## src/rtl/fifo_sram_sc.sv

```systemverilog
// Single-clock FIFO: 2-port SRAM (1-cycle read) feeding a 2-entry output buffer, capacity DEPTH+2.
// Define FIFO_SRAM_SC_PARITY_EN to store an even-parity bit per entry and flag rd_perr on mismatch.
module fifo_sram_sc #(
  parameter int WIDTH    = 32,
  parameter int DEPTH    = 16,
  parameter int AF_LEVEL = DEPTH,
  parameter int AE_LEVEL = 1
) (
  input  logic                         clk,
  input  logic                         rstb,
  input  logic                         flush,
  input  logic [WIDTH-1:0]             wr_data,
  input  logic                         wr_valid,
  output logic                         wr_ready,
  output logic [WIDTH-1:0]             rd_data,
  output logic                         rd_valid,
  input  logic                         rd_ready,
  output logic [$clog2(DEPTH+3)-1:0]   count,
  output logic                         almost_full,
  output logic                         almost_empty,
  output logic                         rd_perr
);

  localparam int CAP = DEPTH + 2;
  localparam int CW  = $clog2(DEPTH + 3);
  localparam int AW  = $clog2(DEPTH);
  localparam int PW  = AW + 1;
`ifdef FIFO_SRAM_SC_PARITY_EN
  localparam int SW  = WIDTH + 1;
`else
  localparam int SW  = WIDTH;
`endif

  logic [SW-1:0] mem_q [DEPTH];
  logic [SW-1:0] sram_rdata_q;
  logic [PW-1:0] wr_ptr_q, wr_ptr_d, rd_ptr_q, rd_ptr_d;
  logic          inflight_q, inflight_d;
  logic [1:0]    ob_cnt_q, ob_cnt_d;
  logic [SW-1:0] ob0_q, ob0_d, ob1_q, ob1_d;
  logic [CW-1:0] count_q, count_d;
  logic          wr_fire, rd_fire, sram_re, sram_we, sram_empty;
  logic [1:0]    ob_keep;
  logic [SW-1:0] wr_word;

`ifdef FIFO_SRAM_SC_PARITY_EN
  assign wr_word = {^wr_data, wr_data};
  assign rd_perr = rd_valid & (^ob0_q);
`else
  assign wr_word = wr_data;
  assign rd_perr = 1'b0;
`endif

  assign wr_ready     = (count_q != CW'(CAP));
  assign rd_valid     = (ob_cnt_q != 2'd0);
  assign rd_data      = ob0_q[WIDTH-1:0];
  assign count        = count_q;
  assign almost_full  = (count_q >= CW'(AF_LEVEL));
  assign almost_empty = (count_q <= CW'(AE_LEVEL));

  // A read is issued only if the buffer can absorb it next edge, so the SRAM
  // output never needs holding and buffer + in-flight never exceeds two.
  always_comb begin
    wr_fire    = wr_valid & wr_ready;
    rd_fire    = rd_valid & rd_ready;
    sram_empty = (wr_ptr_q == rd_ptr_q);
    ob_keep    = ob_cnt_q - {1'b0, rd_fire};
    sram_re    = !sram_empty && (({1'b0, inflight_q} + ob_keep) < 2'd2) && !flush;
    sram_we    = wr_fire && !flush;

    wr_ptr_d   = wr_ptr_q + PW'(sram_we);
    rd_ptr_d   = rd_ptr_q + PW'(sram_re);
    inflight_d = sram_re;
    ob_cnt_d   = ob_keep + {1'b0, inflight_q};
    ob0_d      = ob0_q;
    ob1_d      = ob1_q;
    if (rd_fire) ob0_d = ob1_q;
    if (inflight_q) begin
      if (ob_keep == 2'd0) ob0_d = sram_rdata_q;
      else                 ob1_d = sram_rdata_q;
    end

    count_d = count_q;
    if (wr_fire && !rd_fire)      count_d = count_q + CW'(1);
    else if (!wr_fire && rd_fire) count_d = count_q - CW'(1);

    if (flush) begin
      wr_ptr_d   = '0;
      rd_ptr_d   = '0;
      inflight_d = 1'b0;
      ob_cnt_d   = 2'd0;
      ob0_d      = '0;
      ob1_d      = '0;
      count_d    = '0;
    end
  end

  // SRAM array and its read-data register carry no reset.
  always_ff @(posedge clk) begin
    if (sram_we) mem_q[wr_ptr_q[AW-1:0]] <= wr_word;
    if (sram_re) sram_rdata_q <= mem_q[rd_ptr_q[AW-1:0]];
  end

  always_ff @(posedge clk) begin
    if (!rstb) begin
      wr_ptr_q   <= '0;
      rd_ptr_q   <= '0;
      inflight_q <= 1'b0;
      ob_cnt_q   <= 2'd0;
      ob0_q      <= '0;
      ob1_q      <= '0;
      count_q    <= '0;
    end else begin
      wr_ptr_q   <= wr_ptr_d;
      rd_ptr_q   <= rd_ptr_d;
      inflight_q <= inflight_d;
      ob_cnt_q   <= ob_cnt_d;
      ob0_q      <= ob0_d;
      ob1_q      <= ob1_d;
      count_q    <= count_d;
    end
  end

endmodule

```

## config.mk

```make
export PLATFORM = sky130hd
export DESIGN_NAME = fifo_sram_sc
export DESIGN_NICKNAME = d
export VERILOG_FILES = /design/src/rtl/fifo_sram_sc.sv
export SDC_FILE = /design/constraint.sdc
export NUM_CORES = 1
export LEC_CHECK = 0
export BUFFER_PORTS_ARGS = -buffer_cell sky130_fd_sc_hd__buf_4
export CAP_MARGIN = 5
export CORE_MARGIN = 1.5
export CORE_UTILIZATION = 35
export DETAILED_ROUTE_END_ITERATION = 8
export PLACE_DENSITY = 0.59
export SLEW_MARGIN = 20
export SYNTH_ARGS = -nofsm -noshare
export SYNTH_HDL_FRONTEND = slang
export SYNTH_SLANG_ARGS = --single-unit
```

## constraint.sdc

```tcl
create_clock -name clk -period 6.6 [get_ports clk]
set_clock_uncertainty 0.1 [all_clocks]
set_input_delay 0.66 -clock clk [delete_from_list [all_inputs] [get_ports clk]]
set_output_delay 0.66 -clock clk [all_outputs]
set_load 0.03 [all_outputs]
```

======== After elaboration in Yosys (flattened, before gate mapping) ========
Memory sizes are Yosys's and may differ from the RTL's. A register that Yosys moved wholly into a read port is not among the register bits.
Index checks and enable logic that the tools add are counted.
word-level totals
  logic and storage cells ................. 44
  memories ................................ 1
  bits in registers ....................... 82
  RAM bits ................................ 512
  latch bits .............................. 0
  output and inout bits ................... 42
  memory bits (read-only) ................. 0
memory list
  name   words  bits a word  rd ports  clocked after memory_dff  write ports  line  source
  mem_q  16     32           1         1                         1            34    logic [SW-1:0] mem_q [DEPTH];
cells by class
  bitwise logic cells ..................... 4
  muxes and demuxes ....................... 7
  div/mod/pow operators ................... 0
  eq/ne operators ......................... 2
  $add $sub $neg .......................... 6
  multiply operators ...................... 0
  order comparisons ....................... 3
  reduce and logical (&&, ||, !) cells .... 14
  shifts and indexed selects .............. 0
operators by type and width
  kind                   count
  $mux W32               3
  $add A5 B1 Y5          2
  $mux W5                2
  $add A5 B1 Y5 const B  1
  $eq A5 B5 Y1           1
  $ge A5 B5 Y1 const B   1
  $le A5 B1 Y1 const B   1
  $logic_and A1 B1 Y1    5
  $ne A5 B5 Y1 const B   1
  $sub A5 B1 Y5 const B  1
  $logic_not A1 Y1       4
  $reduce_bool A2 Y1     2
  $add A2 B1 Y2          1
  $and A1 B1 Y1          2
  $logic_not A2 Y1       1
  $lt A2 B2 Y1 const B   1
  $mux W1                2
  $not A1 Y1             2
  $reduce_and A2 Y1      1
  $reduce_or A2 Y1       1
  $sub A2 B1 Y2          1

======== Logic depth before layout (Yosys ltp) ========
Gate-level depths: netlist (run 1).
  depth in word-level cells ............... 8
  gate-level depth with buffers ........... 15
  mapped depth without buffers ............ 13

======== Worst setup path before layout (run 1) ========
OpenSTA, ideal clock, no wires.
  kind .................................... register -> register
  from .................................... reg ob_cnt_q[0]
  to ...................................... reg rd_ptr_q[4]
  buffers on the path ..................... 2
  path slack .............................. 877 ps
  data required time ...................... 6372 ps
  arrival ................................. 5496 ps
  clock period less this slack ............ 5723 ps
  cell stages (with the launch flop) ...... 16
  library setup time ...................... 128 ps
  cell sequence ........................... dfxtp_1 -> or2_2 -> clkbuf_1 -> nand2_4 -> buf_6 -> inv_1 -> ha_1 -> inv_1 -> ha_1 -> xnor2_1 -> a311oi_1 -> ha_1 -> ha_1 -> nand3_1 -> xor2_1 -> nor2_1
between the ends
  longest elaborated chain between the ends .. 8
RTL lines
  what                              line  source
  start: declaration                38    logic [1:0] ob_cnt_q, ob_cnt_d;
  start signal: assignment          116   ob_cnt_q <= ob_cnt_d;
  $reduce_bool A2 Y1                54    assign rd_valid = (ob_cnt_q != 2'd0);
  via rd_valid                      16    output logic rd_valid,
  $and A1 B1 Y1                     64    rd_fire = rd_valid & rd_ready;
  $sub A2 B1 Y2                     66    ob_keep = ob_cnt_q - {1'b0, rd_fire};
  $add A2 B1 Y2                     67    sram_re = !sram_empty && (({1'b0, inflight_q} + ob_keep) < 2'd2) && !flush;
  $lt A2 B2 Y1                      67
  $logic_and A1 B1 Y1 (2 in a row)  67
  via sram_re                       41    logic wr_fire, rd_fire, sram_re, sram_we, sram_empty;
  $add A5 B1 Y5                     71    rd_ptr_d = rd_ptr_q + PW'(sram_re);
  end signal: assignment            114   rd_ptr_q <= rd_ptr_d;
  end: declaration                  36    logic [PW-1:0] wr_ptr_q, wr_ptr_d, rd_ptr_q, rd_ptr_d;
The timed path passes the listed nets, and every way through them passes these cells.
A chain may end at the register's enable or synchronous reset.

======== Final worst setup path (run 1) ========
  from .................................... reg ob_cnt_q[0]
  to ...................................... reg rd_ptr_q[4]
between the ends
  longest elaborated chain between the ends .. 8
RTL lines
  what                                  line
  $reduce_bool A2 Y1                    54
  $and A1 B1 Y1                         64
  $sub A2 B1 Y2 (*)                     66
  $add A2 B1 Y2 (*)                     67
  $lt A2 B2 Y1 (*)                      67
  $logic_and A1 B1 Y1 (*) (2 in a row)  67
  via sram_re                           41
  $add A5 B1 Y5 (*)                     71
Mark *: on every way through the listed nets, which the timed path passes. The rest lies on a longest branch.

==> flow_summary_export.csv, run 1 <==
group,metric,value,unit
clock_network,cts_max_level,2,
floorplan,initial_core_util,35.3,%
min_path,whs_path_depth,2,
clock_network,clk_latency,0.62,ns
pwr,ir_worst_vdd,0.202,mV
worst_setup_path,path_delay_family,"simple AND/OR/NAND/NOR gates",
clock_network,clock_path_buffers,3,
clock_network,cts_buffers,59,
worst_setup_path,worst-path-buf-inv,2,
synth,ys_ff_latch,626,
floorplan,num_io_pins,79,
synth,synthCells,1189,
synth,ys_seq_area_share,76.0,%
synth,synth_edf_count,544,
synth,yosys-top-cells-area,"edfxtp_1 69%, mux4_2 12%, dfxtp_1 6.9%",
sta,hold_viol,0,
sta,rsz0062_at_grt,"false",
worst_setup_path,max_stage_delay,0.48,ns
finish,drive_gt1_share,26.1,%
clock_network,cts_sinks,626,
worst_setup_path,required,6.98,ns
sta,finalSetupTns,0,ns
sta,slew_viol_final,0,
drt,wl_per_cell,22.6,µm
sta,fin_crit,3.82,ns
global_route,gr-total-overflow,0,
synth,synthArstFlopShare,0,%
status,outcome,"finished clean",
pwr,p_per_area,284,nW/µm²
drt,dr.pass1.iters,5,
floorplan,die-area,69200,µm²
worst_setup_path,cp-start-kind,"register",
global_route,grt.total_usage,14.5,%
synth,netlist_area,23700,µm²
global_route,antenna_found_initial,3,
clock_network,root_buffer,"clkbuf_16",
worst_setup_path,cp_max_fo,34,
synth,synthDistinctLibCells,40,
sta,layout_setup_ws,2.78,ns
synth,ys_warn_count,0,
min_path,hold_class,"input port to register",
worst_setup_path,crit_end,"rd_ptr_q[4]",
sta,min_period_over_period,57.8,%
sta,whs,0.183,ns
drt,vias_per_cell,5.11,
placed_design,port_buffers,77,
placed_design,globalplace.congestion,0.713,
placed_design,post-dp-hpwl,27500,µm
synth,synthesis.nets,1238,
worst_setup_path,crit_path_start,"ob_cnt_q[0]",
worst_setup_path,critPathCaptureType,"register",
clock_network,clkTransAtPathRegs,0.06,ns
global_route,grt_pass1_wl,75200,µm
clock_network,cts_resized,0,
worst_setup_path,cp.arrival,4.20,ns
worst_setup_path,crit_path_cell_trace,"or2_2 > nand2_4 > inv_1 > ha_1 > xnor2_1 > xnor2_1 > a311oi_4 > buf_4 > ha_1 > ha_1 > nand3_1 > xor2_1 > nor2_1",
clock_network,holdBufCountCts,0,
drt,routed_wirelength,50000,µm
drt,drt_iter0_drc,1006,
synth,synthFlopType,"edfxtp_1",
floorplan,core_area,67000,µm²
synth,yosysTopAreaCellShare,69.1,%
floorplan,dieWidth,263,µm
sta,worstMarginPinSlew,1.14,ns
drt,drcViolationCount,0,
sta,finalSetupViolCount,0,
placed_design,post-place-ws,2.56,ns
worst_setup_path,r2r_end,"rd_ptr_q[4]",
sta,fmax,0.262,GHz
finish,final_nets,1333,
worst_setup_path,rr_startpoint,"ob_cnt_q[0]",
floorplan,rows,95,
global_route,grt_max_degree,71,
floorplan,fp.dieH,263,µm
pwr,p_leak,0.00860,µW
worst_setup_path,r2r_cells,13,
worst_setup_path,worstSetupPathDepth,13,
worst_setup_path,crit_type,"register to register",
clock_network,cts_tree,"built",
clock_network,cts_setup_buffers,0,
worst_setup_path,r2r_slack,2.78,ns
sta,slew_headroom,23.9,%
drt,vias,11300,
worst_setup_path,crit_slowest_cell,"nand2_4",
synth,synth_largest_area_cell,"edfxtp_1",
synth,postSynthAreaPerCell,19.9,µm²
finish,area_growth,14.7,%
job,maxCapViolations,0,
global_route,grt_pass1_vias,11800,
finish,fillers,5920,
worst_setup_path,path_common_cell,"ha_1",
drt,postRouteAntennaNets,0,
report_power, final:
group	switching, µW	internal, µW	total (µW)
Sequential	10.9	4310	4330
Combinational	107	54.1	161
Clock	1420	1810	3230
Total	1540	6180	7720
sequential cells by signal (all words and copies together) (netlist names):
name and flops:
wr_ptr_q 5, rd_ptr_q 5, inflight_q 1, mem_q 512, ob1_q 32, rd_data 32, ob_cnt_q 2, sram_rdata_q 32
count 5
worst min-delay path by stage:
stage	from	to
global placement	ob1_q[2]	ob1_q[2]
global route	rstb	inflight_q
CTS	rstb	inflight_q
detailed placement	ob1_q[31]	ob1_q[31]
floorplan	ob1_q[0]	ob1_q[0]
finish	rstb	inflight_q
cells in the final DEF (no fill, tap or decap), types with 2 or more instances in the layout:
cell type and instances:
edfxtp_1 544, mux4_2 128, nor2_1 107, buf_4 104, dfxtp_1 79, mux2i_1 65, o22ai_1 64, clkbuf_16 59
a211oi_1 32, clkbuf_1 17, nor2_4 12, ha_1 12, clkinv_2 10, xor2_1 9, clkinv_1 9, xnor2_1 8
and2_1 7, clkbuf_8 7, inv_1 6, nand3_1 5, a21oi_1 5, inv_6 4, nand2b_2 3, nor3_2 3
dfxtp_4 3, or2_2 2, nand2_1 2, nand2b_1 2, nand3b_1 2, nand4_1 2, bufinv_16 2, clkbuf_4 2
logic make-up after synthesis:
logic type      after synthesis  share of synthesized area (%)
simple gates                160                           3.09
fa+ha+maj                    12                          0.635
compound gates              104                           2.92
flops                       626                           76.0
mux                         193                           14.9
xor+xnor                     17                          0.629
buf+inv                      76                           1.77
other cells                   1                         0.0159
area by class of cell:
type                       count  area (µm²)  share of cell area [%]
clock inverter                25         179                   0.660
inverter                       6        22.5                  0.0830
multi-input combinational    487        5410                    19.9
timing repair buffer         104         781                    2.88
antenna                        1        2.50                 0.00923
sequential                   626       18000                    66.3
clock buffer                  85        1650                    6.09
tap                          873        1090                    4.03
stage by stage:
stage	instances	cell area [µm²]	total power, µW	util (%)
final	2207	27100	7720	40.5
after detailed placement	2096	25300	4570	37.7
after global routing	2206	27100	7940	40.5
after floorplan	1189	23700	4480	-
after global placement	2096	25300	4570	37.7
after CTS	2206	27100	7790	40.5
per-layer routing:
layer / global-route usage, % / routed length, µm
met5: 0 / 23
met4: 4.53 / 1150
met3: 2.59 / 2730
met2: 23.5 / 23600
met1: 20.1 / 22500
cell usage after synthesis (all sizes together) (6+ instances only):
cell type / count
edfxtp: 544
mux4: 128
nor2: 119
dfxtp: 82
mux2i: 65
o22ai: 64
buf: 43
a211oi: 32
clkbuf: 27
ha: 12
xor2: 9
xnor2: 8
and2: 7
inv: 6
nand3: 6
Power figures use the tool's default switching activity.
==> run 2, diff against run 1 <==
ABC_AREA = 1   (was default)
PLACE_DENSITY = 0.61   (was 0.59)
clock period = 3.5 ns   (was 6.6 ns; I/O delays follow)
==> run 2 against run 1 <==
Design area is 15% higher; maximum frequency rose by 40%; global-route usage grew 1.7 points; largest power group unchanged; first-iteration DRC count increased by 22%; combinational power rose by 140%; synthesized cell count increased by 130%; register-to-register slack lost 2.0 ns; largest cell class unchanged; highest routed layer is now met4; via count grew 58%; critical path depth unchanged.
==> flow_summary_export.csv, run 2 <==
group,metric,value,unit
status,outcome,"finished clean",
drt,wl_per_cell,16.0,µm
sta,worstMarginPinSlew,0.891,ns
floorplan,dieWidth,281,µm
synth,synthFlopType,"edfxtp_1",
clock_network,cts_resized,0,
clock_network,cts_buffers,60,
worst_setup_path,cp_max_fo,33,
global_route,grt_pass1_wl,99000,µm
drt,drcViolationCount,0,
sta,slew_headroom,40.2,%
job,maxCapViolations,0,
global_route,grt_max_degree,144,
pwr,p_per_area,497,nW/µm²
sta,hold_viol,0,
finish,fillers,7263,
pwr,combPwrFrac,2.5,%
drt,postRouteAntennaNets,0,
drt,highest_layer,"met4",
sta,min_period_over_period,77.9,%
drt,routed_wirelength,63200,µm
drt,met3_length,3790,µm
placed_design,dpl.cell_count,3792,
global_route,grt_pass1_vias,17000,
synth,synthTopCellsByCount,"890 x nand2_1, 544 x edfxtp_1, 507 x inv_1, 348 x nand3_1, 153 x nor2_1",
worst_setup_path,crit_type,"register to register",
drt,drt_iter0_drc,1224,
clock_network,cts_sinks,626,
synth,netlist_area,27000,µm²
synth,ys_warn_count,0,
placed_design,port_buffers,77,
finish,final_cell_count_no_fill,3941,
sta,fmax,0.367,GHz
sta,slew_viol_final,0,
clock_network,cts_tree,"built",
pwr,intPower,12300,µW
synth,yosysTopAreaCellShare,60.6,%
sta,fin_crit,2.73,ns
pwr,p_leak,0.0133,µW
synth,synthDistinctLibCells,27,
sta,finalSetupViolCount,0,
finish,final_nets,2906,
finish,area_growth,15.3,%
placed_design,globalplace.congestion,0.766,
worst_setup_path,cp.arrival,3.19,ns
synth,synth_edf_count,544,
synth,postSynthAreaPerCell,9.73,µm²
floorplan,fp.dieH,281,µm
floorplan,die-area,78800,µm²
drt,dr_wl_met2,29100,µm
pwr,switchingPower,3130,µW
drt,vias,17800,
clock_network,clkTransAtPathRegs,0.07,ns
synth,synthArstFlopShare,0,%
drt,dr.pass1.iters,6,
sta,layout_setup_ws,0.772,ns
pwr,ir_worst_vdd,0.431,mV
floorplan,num_io_pins,79,
placed_design,post-place-ws,0.758,ns
global_route,gr-total-overflow,0,
worst_setup_path,required,3.96,ns
pwr,clockPowerShare,44.7,%
clock_network,clk_latency,0.63,ns
floorplan,core_area,76100,µm²
synth,synth_largest_area_cell,"edfxtp_1",
finish,layout_commonest_cell,"nand2_1",
clock_network,holdBufCountCts,33,
clock_network,cts_max_level,2,
floorplan,initial_core_util,35.5,%
worst_setup_path,cp-start-kind,"register",
min_path,hold_class,"input port to register",
placed_design,post-dp-hpwl,33500,µm
finish,drive_gt1_share,8.56,%
pwr,pwr-share-seq,52.8,%
clock_network,clock_path_buffers,3,
finish,final_cell_mix,"890 x nand2_1, 544 x edfxtp_1, 507 x inv_1",
synth,ys_seq_area_share,66.6,%
floorplan,rows,101,
worst_setup_path,critPathCaptureType,"register",
finish,largest_reg_flops,512,
synth,yosys-top-cells-area,"edfxtp_1 61%, nand2_1 12%, inv_1 7.1%",
synth,synthCells,2773,
pwr,swShare,20.3,%
global_route,antenna_found_initial,2,
global_route,grt.total_usage,16.3,%
synth,ys_ff_latch,626,
clock_network,cts_setup_buffers,0,
synth,synth_most_common_cell,"nand2_1",
sta,rsz0062_at_grt,"false",
synth,synthesis.nets,2822,
drt,wl_met1,29000,µm
drt,vias_per_cell,4.51,
clock_network,root_buffer,"clkbuf_16",
==> run 2: cell count changes after synthesis, moves of 8 or more <==
| cell | change |
|---|---|
| a211oi_1 | -32 |
| buf_2 | +53 |
| buf_4 | +8 |
| inv_1 | +501 |
| mux2i_1 | -65 |
| mux4_2 | -128 |
| nand2_1 | +888 |
| nand3_1 | +342 |
| nor2_1 | +34 |
| nor3_1 | +8 |
| o21ai_0 | +57 |
| o22ai_1 | -64 |
| xor2_1 | -9 |
==> run 2: worst paths after layout <==
check | slack [ns] | cells after the start | from | to
setup reg to reg | 0.77 | 13 | ob_cnt_q[1] | ob1_q[16]
hold reg to reg | 0.38 | 2 | ob1_q[0] | ob1_q[0]
setup / recovery | 0.77 | 13 | ob_cnt_q[1] | ob1_q[16]
hold / removal | 0.07 | 5 | rd_ready | rd_data[14]
==> run 2: critical path, stage by stage, from the launching register on <==
cell and delay [ns]:
dfxtp_1 0.34, inv_2 0.04, nand2_1 0.29, nand2_1 0.14
inv_2 0.08, ha_1 0.16, inv_1 0.04, nand2_1 0.07
nand2_1 0.10, nand2_1 0.08, nand2_2 0.36, inv_2 0.63
nor2_1 0.09, nor2_1 0.13
==> run 2: kinds of logic after synthesis <==
kind of cell	count (synthesis)	share of synthesized area [%]
flops	626	66.6
buf+inv	647	9.93
compound gates	72	1.34
xor+xnor	4	0.130
fa+ha+maj	12	0.557
other cells	1	0.0139
simple gates	1411	21.4
==> run 2: layer usage <==
metal	vias up	GRT usage (%)
li1	8941	-
met1	8297	22.1
met2	434	26.9
met3	90	2.72
met4	0	4.23
met5	-	0
==> run 2: metrics by stage <==
| stage | setup TNS (ns) | power, µW | util (%) | hold slack [ns] | instance area [µm²] |
|---|---|---|---|---|---|
| floorplan | -322.94 | 8500 | - | 0.349 | 27000 |
| global placement | 0 | 8670 | 37.7 | 0.364 | 28700 |
| detailed placement | 0 | 8680 | 37.7 | 0.372 | 28700 |
| CTS | 0 | 15600 | 40.9 | 0.0310 | 31100 |
| global route | 0 | 15900 | 40.9 | 0.0756 | 31100 |
| finish | 0 | 15400 | 40.9 | 0.0675 | 31100 |
==> run 2: layout make-up <==
cell class | count | area, µm² | share of cell area [%]
clock inverters | 45 | 569 | 1.83
flip-flops and latches | 626 | 18000 | 57.8
diodes | 3 | 7.51 | 0.0241
inverters | 514 | 1940 | 6.23
multi-input cells | 1500 | 6420 | 20.6
well taps | 1030 | 1290 | 4.14
repair buffers | 155 | 1360 | 4.37
clock buffers | 68 | 1530 | 4.92
==> run 2: power by group through the flow <==
stage               registers [µW]  clock network (µW)  logic [µW]
floorplan                     8320                   0         178
global placement              8320                   0         355
detailed placement            8320                   0         361
CTS                           8150                7040         396
global route                  8150                7310         442
finish                        8160                6900         391
==> run 3, diff against run 2 <==
clock period = 2.5 ns   (was 3.5 ns; I/O delays follow)
==> run 3 against run 2 <==
First-iteration DRC count up 13%; clock power up 32%; hold slack better by 0.012 ns; critical path depth up 3; critical path type unchanged; largest cell class unchanged; largest power group unchanged.
==> flow_summary_export.csv, run 3 (synthesis results as in run 2) <==
group,metric,value,unit
status,outcome,"finished clean",
global_route,gr-total-overflow,0,
finish,layout_commonest_cell,"nand2_1",
worst_setup_path,rr_startpoint,"ob_cnt_q[0]",
min_path,whs_path_depth,6,
worst_setup_path,crit_path_start,"ob_cnt_q[0]",
pwr,combPwrFrac,2.8,%
placed_design,post-dp-hpwl,35900,µm
floorplan,initial_core_util,35.5,%
clock_network,root_buffer,"clkbuf_16",
worst_setup_path,cp_max_fo,3,
sta,worstMarginPinSlew,0.773,ns
pwr,pwr-share-seq,54.0,%
floorplan,rows,101,
placed_design,port_buffers,77,
sta,hold_viol,0,
placed_design,dpl.cell_count,3818,
clock_network,cts_tree,"built",
min_path,hold_class,"input port to register",
clock_network,clock_path_buffers,3,
drt,drt_iter0_drc,1388,
worst_setup_path,r2r_slack,0.20,ns
finish,final_nets,2941,
worst_setup_path,critPathCaptureType,"register",
sta,fmax,0.434,GHz
clock_network,clkTransAtPathRegs,0.06,ns
pwr,ir_worst_vdd,0.488,mV
sta,fin_crit,2.30,ns
floorplan,dieWidth,281,µm
global_route,grt_max_degree,88,
worst_setup_path,cp-start-kind,"register",
pwr,swShare,20.9,%
sta,min_period_over_period,92.1,%
floorplan,fp.dieH,281,µm
placed_design,post-place-ws,0.205,ns
clock_network,clk_latency,0.61,ns
pwr,intPower,16700,µW
sta,slew_viol_final,0,
finish,diodes,0,
pwr,clockPowerShare,43.2,%
pwr,p_leak,0.0135,µW
finish,final_cell_mix,"887 x nand2_1, 544 x edfxtp_1, 502 x inv_1",
min_path,min_to,"wr_ptr_q[0]",
drt,routed_wirelength,64000,µm
drt,postRouteAntennaNets,0,
drt,vias,18000,
global_route,antenna_found_initial,1,
global_route,grt_pass1_wl,98500,µm
drt,dr.pass1.iters,5,
clock_network,cts_sinks,626,
worst_setup_path,crit_type,"register to register",
floorplan,die-area,78800,µm²
sta,finalSetupTns,0,ns
sta,layout_setup_ws,0.197,ns
worst_setup_path,required,2.89,ns
drt,drcViolationCount,0,
drt,wl_per_cell,16.1,µm
floorplan,num_io_pins,79,
finish,area_growth,17.2,%
clock_network,cts_buffers,66,
job,maxCapViolations,0,
worst_setup_path,r2r_cells,16,
floorplan,core_area,76100,µm²
drt,vias_per_cell,4.53,
global_route,grt_pass1_vias,16800,
pwr,total_power,21100,µW
finish,largest_reg_flops,512,
worst_setup_path,r2r_end,"rd_ptr_q[2]",
placed_design,globalplace.congestion,0.781,
sta,rsz0062_at_grt,"false",
finish,drive_gt1_share,9.82,%
pwr,switchingPower,4410,µW
finish,final_cell_count_no_fill,3972,
clock_network,cts_max_level,3,
global_route,grt.total_usage,16.4,%
sta,slew_headroom,48.5,%
worst_setup_path,cp.arrival,2.69,ns
sta,finalSetupViolCount,0,
pwr,p_per_area,669,nW/µm²
min_path,min_from,"wr_valid",
-- run 3: area by class of cell --
class,count,area (µm²)
clock buffers,84,1770
repair buffers,184,1800
well taps,1030,1290
clock inverters,34,230
inverters,514,1940
multi-input cells,1500,6580
fillers,7333,44500
flip-flops and latches,626,18000
-- run 3: repair_timing --
action | in CTS | in global routing
endpoints found under the hold margin | 529 | 0
resized for setup | 0 | 0
hold buffers | 36 | 0
setup buffers | 0 | 0
-- run 3: worst max-delay path by stage --
stage | endpoint | slack, ns
floorplan | rd_ptr_q[2] | -0.38
global placement | rd_ptr_q[2] | 0.22
detailed placement | rd_ptr_q[2] | 0.21
CTS | rd_ptr_q[2] | 0.19
global route | rd_ptr_q[4] | 0.07
finish | rd_ptr_q[2] | 0.20
-- run 3: worst max-delay path, stage by stage (launching register included) --
cell        delay [ns]
dfxtp_1           0.31
inv_2             0.08
nand2_2           0.08
nand2_4           0.08
inv_4             0.04
ha_4              0.27
inv_2             0.04
ha_4              0.14
nand3b_1          0.16
nand2_1           0.07
nor2_1            0.04
nand2_1           0.11
clkinvlp_4        0.14
ha_4              0.18
ha_4              0.16
xnor2_1           0.15
nor2_1            0.05
-- run 3: metal layers --
layer	part of all wire [%]	track usage, %	up-vias
met5	0	0	-
met4	2.0	5.16	0
met3	5.9	2.97	75
met2	46	26.7	450
met1	46	22.3	8444
li1	-	-	9005
-- run 3: power by group through the flow --
| stage | combinational [µW] | sequential, µW | clock, µW |
|---|---|---|---|
| finish | 593 | 11400 | 9130 |
| detailed placement | 551 | 11600 | 0 |
| floorplan | 267 | 11600 | 0 |
| global route | 663 | 11400 | 9720 |
| global placement | 544 | 11600 | 0 |
| CTS | 600 | 11400 | 9330 |
-- run 3: through the flow --
step	instance area, µm²	hold slack [ns]	utilization, %
finish	31600	0.0790	41.5
global route	31600	0.0945	41.5
CTS	31600	0.0460	41.5
detailed placement	29200	0.370	38.4
global placement	29200	0.362	38.4
floorplan	27300	0.249	-
